--- config.mk ---
export PLATFORM = sky130hd
export DESIGN_NAME = axis_frame_gate
export DESIGN_NICKNAME = d
export VERILOG_FILES = /design/src/rtl/axis_frame_gate.sv
export SDC_FILE = /design/constraint.sdc
export NUM_CORES = 1
export LEC_CHECK = 0
export ABC_AREA = 1
export CORE_UTILIZATION = 52
export DETAILED_ROUTE_END_ITERATION = 8
export MAX_ROUTING_LAYER = met4
export PLACE_DENSITY = 0.87
export SLEW_MARGIN = 20
export SYNTH_ARGS = -nofsm -noshare
export SYNTH_HDL_FRONTEND = slang
export SYNTH_SLANG_ARGS = --single-unit
--- constraint.sdc ---
create_clock -name i_axi_clk -period 3.8 [get_ports i_axi_clk]
set_input_delay 0.57 -clock i_axi_clk [delete_from_list [all_inputs] [get_ports i_axi_clk]]
set_output_delay 0.57 -clock i_axi_clk [all_outputs]
set_load 0.05 [all_outputs]
--- src/rtl/axis_frame_gate.sv ---
// axis_frame_gate: frame-aligned AXI-Stream gate and decimator.
// Starts and stops on SOF boundaries; frames not forwarded are sunk.
module axis_frame_gate #(
    parameter int AXIS_DATA_WIDTH      = 8,
    parameter int AXIS_DATA_USER_WIDTH = 1,
    parameter int FRAME_COUNT_WIDTH    = 16,
    parameter int SKIP_WIDTH           = 8
) (
    input  logic                            i_axi_clk,
    input  logic                            i_axi_rst,
    input  logic                            i_start,
    input  logic                            i_stop,
    input  logic [FRAME_COUNT_WIDTH-1:0]    i_frame_count,
    input  logic [SKIP_WIDTH-1:0]           i_skip,
    output logic                            o_busy,
    output logic                            o_done,
    output logic [31:0]                     o_frames_passed,
    output logic [31:0]                     o_frames_dropped,
    input  logic [AXIS_DATA_USER_WIDTH-1:0] i_axis_in_tuser,
    input  logic                            i_axis_in_tvalid,
    input  logic                            i_axis_in_tlast,
    input  logic [AXIS_DATA_WIDTH-1:0]      i_axis_in_tdata,
    output logic                            o_axis_in_tready,
    output logic [AXIS_DATA_USER_WIDTH-1:0] o_axis_out_tuser,
    output logic                            o_axis_out_tvalid,
    output logic                            o_axis_out_tlast,
    output logic [AXIS_DATA_WIDTH-1:0]      o_axis_out_tdata,
    input  logic                            i_axis_out_tready
);

    typedef enum logic [1:0] {
        IDLE,
        WAIT_SOF,
        PASS,
        DROP
    } state_t;

    localparam logic [31:0] CNT_MAX = '1;

    state_t                       r_state;
    logic [FRAME_COUNT_WIDTH-1:0] r_frame_count;
    logic [SKIP_WIDTH-1:0]        r_skip;
    logic [SKIP_WIDTH-1:0]        r_skip_cnt;
    logic                         r_stop_pending;
    logic                         r_hold;
    logic [31:0]                  r_passed;
    logic [31:0]                  r_dropped;
    logic                         r_busy;
    logic                         r_done;

    logic w_sof;
    logic w_end;
    logic w_route_pass;

    // Frame decision at an SOF beat and resulting stream routing.
    // r_hold pins a stalled PASS-bound SOF so a late stop cannot
    // retract a beat already offered downstream.
    always_comb begin
        w_sof = (r_state != IDLE) && i_axis_in_tvalid
              && i_axis_in_tuser[0];
        w_end = !r_hold && (r_stop_pending
              || ((r_frame_count != '0)
                  && (r_passed == 32'(r_frame_count))));
        if (w_sof) begin
            w_route_pass = !w_end && (r_skip_cnt == '0);
        end else begin
            w_route_pass = (r_state == PASS);
        end
        o_axis_out_tvalid = w_route_pass && i_axis_in_tvalid;
        o_axis_in_tready  = w_route_pass ? i_axis_out_tready : 1'b1;
    end

    assign o_axis_out_tuser = i_axis_in_tuser;
    assign o_axis_out_tlast = i_axis_in_tlast;
    assign o_axis_out_tdata = i_axis_in_tdata;

    assign o_busy           = r_busy;
    assign o_done           = r_done;
    assign o_frames_passed  = r_passed;
    assign o_frames_dropped = r_dropped;

    // Control FSM: start latch, per-SOF pass/drop/end decision, counters.
    always_ff @(posedge i_axi_clk or posedge i_axi_rst) begin
        if (i_axi_rst) begin
            r_state        <= IDLE;
            r_frame_count  <= '0;
            r_skip         <= '0;
            r_skip_cnt     <= '0;
            r_stop_pending <= 1'b0;
            r_hold         <= 1'b0;
            r_passed       <= '0;
            r_dropped      <= '0;
            r_busy         <= 1'b0;
            r_done         <= 1'b0;
        end else begin
            r_done <= 1'b0;
            if (r_busy && i_stop) begin
                r_stop_pending <= 1'b1;
            end
            unique case (r_state)
                IDLE: begin
                    if (i_start) begin
                        r_state        <= WAIT_SOF;
                        r_busy         <= 1'b1;
                        r_frame_count  <= i_frame_count;
                        r_skip         <= i_skip;
                        r_skip_cnt     <= '0;
                        r_passed       <= '0;
                        r_dropped      <= '0;
                        r_stop_pending <= 1'b0;
                        r_hold         <= 1'b0;
                    end
                end
                default: begin
                    if (w_sof) begin
                        if (w_end) begin
                            r_state        <= IDLE;
                            r_busy         <= 1'b0;
                            r_done         <= 1'b1;
                            r_stop_pending <= 1'b0;
                        end else if (r_skip_cnt == '0) begin
                            if (i_axis_out_tready) begin
                                r_state    <= PASS;
                                r_skip_cnt <= r_skip;
                                r_hold     <= 1'b0;
                                if (r_passed != CNT_MAX) begin
                                    r_passed <= r_passed + 32'd1;
                                end
                            end else begin
                                r_hold <= 1'b1;
                            end
                        end else begin
                            r_state    <= DROP;
                            r_skip_cnt <= r_skip_cnt - SKIP_WIDTH'(1);
                            if (r_dropped != CNT_MAX) begin
                                r_dropped <= r_dropped + 32'd1;
                            end
                        end
                    end
                end
            endcase
        end
    end

endmodule

==> impl_metrics.toml <==
[outcome]
status = "finished, final reports clean"

[setup_path]
endpoint_kind = "primary output"
critPathArrivalTime_ns = 2.97
rrSetupSlack_ns = 0.86
critical_path_required_ns = 3.23
cp-start-kind = "flop"
ff2ff_path_depth = 14
worstSetupPathType = "flop to primary output"
cp_max_fo = 13
rr_endpoint = "o_frames_passed[7]"
reg2reg_from = "r_skip_cnt[0]"

[sta]
fmax_ghz = 0.282
fin_crit_ns = 3.54
slew_viol_final = 0
period_share_pct = 93.2
setup_viol = 0
finClkSkew_ns = 0.0103
tightest_slew_ns = 0.789
hold_viol = 0
setup-tns-final_ns = 0
rsz0062_at_grt = "no"
relSlewSlack_pct = 47.4

[drt]
post_drt_wl_per_cell_um = 14.5
initialDrtViolationCount = 571
via_count = 6632
ant_nets = 0
viasPerCell = 5.36
drc = 0
wl_um = 17900
drt_pass1_iterations = 6

[clock_network]
cts.sinks = 102
cts_setup_buffers = 0
clkLatencyLatePin_ns = 0.37
cts_tree = "yes"
cts_max_level = 3
hold_buffers = 0
ctsLongestPathBuffers = 2
cts_made_buffers = 9
cts-resized-gates = 0
clkTransAtPathRegs_ns = 0.07
cts-root-buf = "clkbuf_16"

[floorplanning]
die_h_um = 115
die_w_um = 115
design.core.area_um2 = 12200
die_area_um2 = 13200
floorplan.initialDensity_pct = 54.3
io_pins = 118
rows = 40

[power_and_ir_drop]
switching_power_mw = 1.71
combPwrFrac_pct = 38.9
pwr-share-seq_pct = 36.3
p_leak_nw = 3.43
power.share.clock_pct = 24.8
power.density_nw_per_um2 = 511
p_int_mw = 2.36
irDropWorstVdd_uv = 532
total_power_mw = 4.07
switching_share_pct = 42.1

[min_path]
whs_endpoint = "r_skip[2]"
holdPathStages = 2
hp-start = "r_skip[2]"
hold_path_class = "flop to flop"

[global_route]
grt-ovfl-total = 0
antenna_found_initial = 0
grt_pass1_vias = 5954
track_usage_pct = 29.6
grt_max_degree = 88
grt_pass1_wl_um = 29300

[cells_and_area]
final_layout_size_suffix_gt1_share_pct = 6.73
syn_to_final_growth_pct = 20.1
nNetsFinal = 1108
n_antenna_cell = 0

[placement]
dp_hpwl_um = 13000
io_buffers = 99
place_congestion = 0.980

[flow_run]
drv_cap = 0

[logic_synthesis]
yosys.area.top_type = "dfrtp_1"
ys_ff_latch = 102
ys_warn_count = 0
syn_area_um2 = 6630
synth_nets = 1033
synth_common_cells = "321 x nand2_1, 126 x nor2_1, 102 x dfrtp_1"
yosysTopAreaCellShare_pct = 38.5
synth_cells = 990
synth_most_common_cell = "nand2_1"
async_reset_ff_share_pct = 100
synth_area_leaders = "dfrtp_1 38%, nand2_1 18%, nor2_1 7.1%"
synth_area_per_cell_um2 = 6.70
yosysSeqAreaShare_pct = 38.5
synth_flop_cell = "dfrtp_1"
ys_types = 39
synth-edff-count = 0
placed cells by master, fill, tap and decap left out, drive strengths merged, types with 15 or more instances in the layout:
cell           synthesis  layout
o21ai                 78      78
nand3                 79      79
xor2                  20      20
nor2                 129     129
clkdlybuf4s50          0      98
dfrtp                102     102
a21oi                 17      17
nor3                  35      35
inv                   93      93
nand2                336     336
nand4                 15      15
worst max-delay path: stages (launching register included):
cell and delay (ns):
dfrtp_1 0.38, inv_1 0.11, ha_1 0.17, nand2_1 0.07, nor2_1 0.16, nand3_1 0.15, nor2_1 0.14, nand2_1 0.27
nor2_1 0.17, nand2_1 0.11, a21o_1 0.17, clkdlybuf4s50_1 0.69
metrics by stage:
step | setup WS, ns | utilization [%] | std cells | area [um^2] | hold slack [ns]
after floorplan | 0.555 | - | 990 | 6630 | 0.444
after global placement | 0.609 | 62.6 | 1222 | 7640 | 0.464
after detailed placement | 0.518 | 62.6 | 1222 | 7640 | 0.468
after CTS | 0.122 | 65.2 | 1238 | 7960 | 0.486
after global routing | 0.0246 | 65.2 | 1238 | 7960 | 0.515
final | 0.258 | 65.2 | 1238 | 7960 | 0.484
registers in the layout, summed over array words and instances (netlist names):
register,flops
r_skip,8
r_skip_cnt,8
o_frames_dropped,32
r_stop_pending,1
r_state,2
o_frames_passed,32
r_frame_count,16
o_busy,1
o_done,1
r_hold,1
power by group through the flow:
stage          sequential [mW]  clock (mW)  combinational [mW]
2_1_floorplan             1.55           0                1.16
3_3_place_gp              1.48           0                1.55
3_5_place_dp              1.49           0                1.58
4_1_cts                   1.47        1.02                1.58
5_1_grt                   1.51        1.06                1.77
6_report                  1.48        1.01                1.58
area by class of cell:
class                      instances  area [um^2]
timing repair buffer             105         1040
sequential                       102         2550
clock inverter                     3         67.6
tap                              168          210
fill                            1119         4250
inverter                          93          354
clock buffer                      13          250
multi-input combinational        754         3490
worst max path at each step:
stage / from / to / depth (start not counted)
finish: r_skip_cnt[0] / o_axis_in_tready / 11
global route: r_skip_cnt[0] / o_axis_in_tready / 11
CTS: r_skip_cnt[0] / o_axis_out_tvalid / 11
detailed placement: r_skip_cnt[0] / o_axis_out_tvalid / 11
global placement: r_skip_cnt[0] / o_axis_out_tvalid / 11
floorplan: i_axi_rst / o_busy / 1
routing by layer:
layer  up-vias  share of wire [%]  global-route usage, %
met1      3045                 46                   40.6
met4         0                1.6                   8.48
li1       3303                  -                      -
met3        25                7.7                   6.11
met2       259                 45                   44.1
met5         -                  0                      -
kinds of logic after synthesis:
kind of cell | Yosys count | synth area share [%]
AOI/OAI and AO/OA | 107 | 8.59
xor gates and xnor gates | 25 | 3.30
adders and majority gates | 3 | 0.566
buffers and inverters | 134 | 8.89
DFF | 102 | 38.5
and+or+nand+nor | 619 | 40.2
No activity file was read; power rests on OpenSTA's default activity.
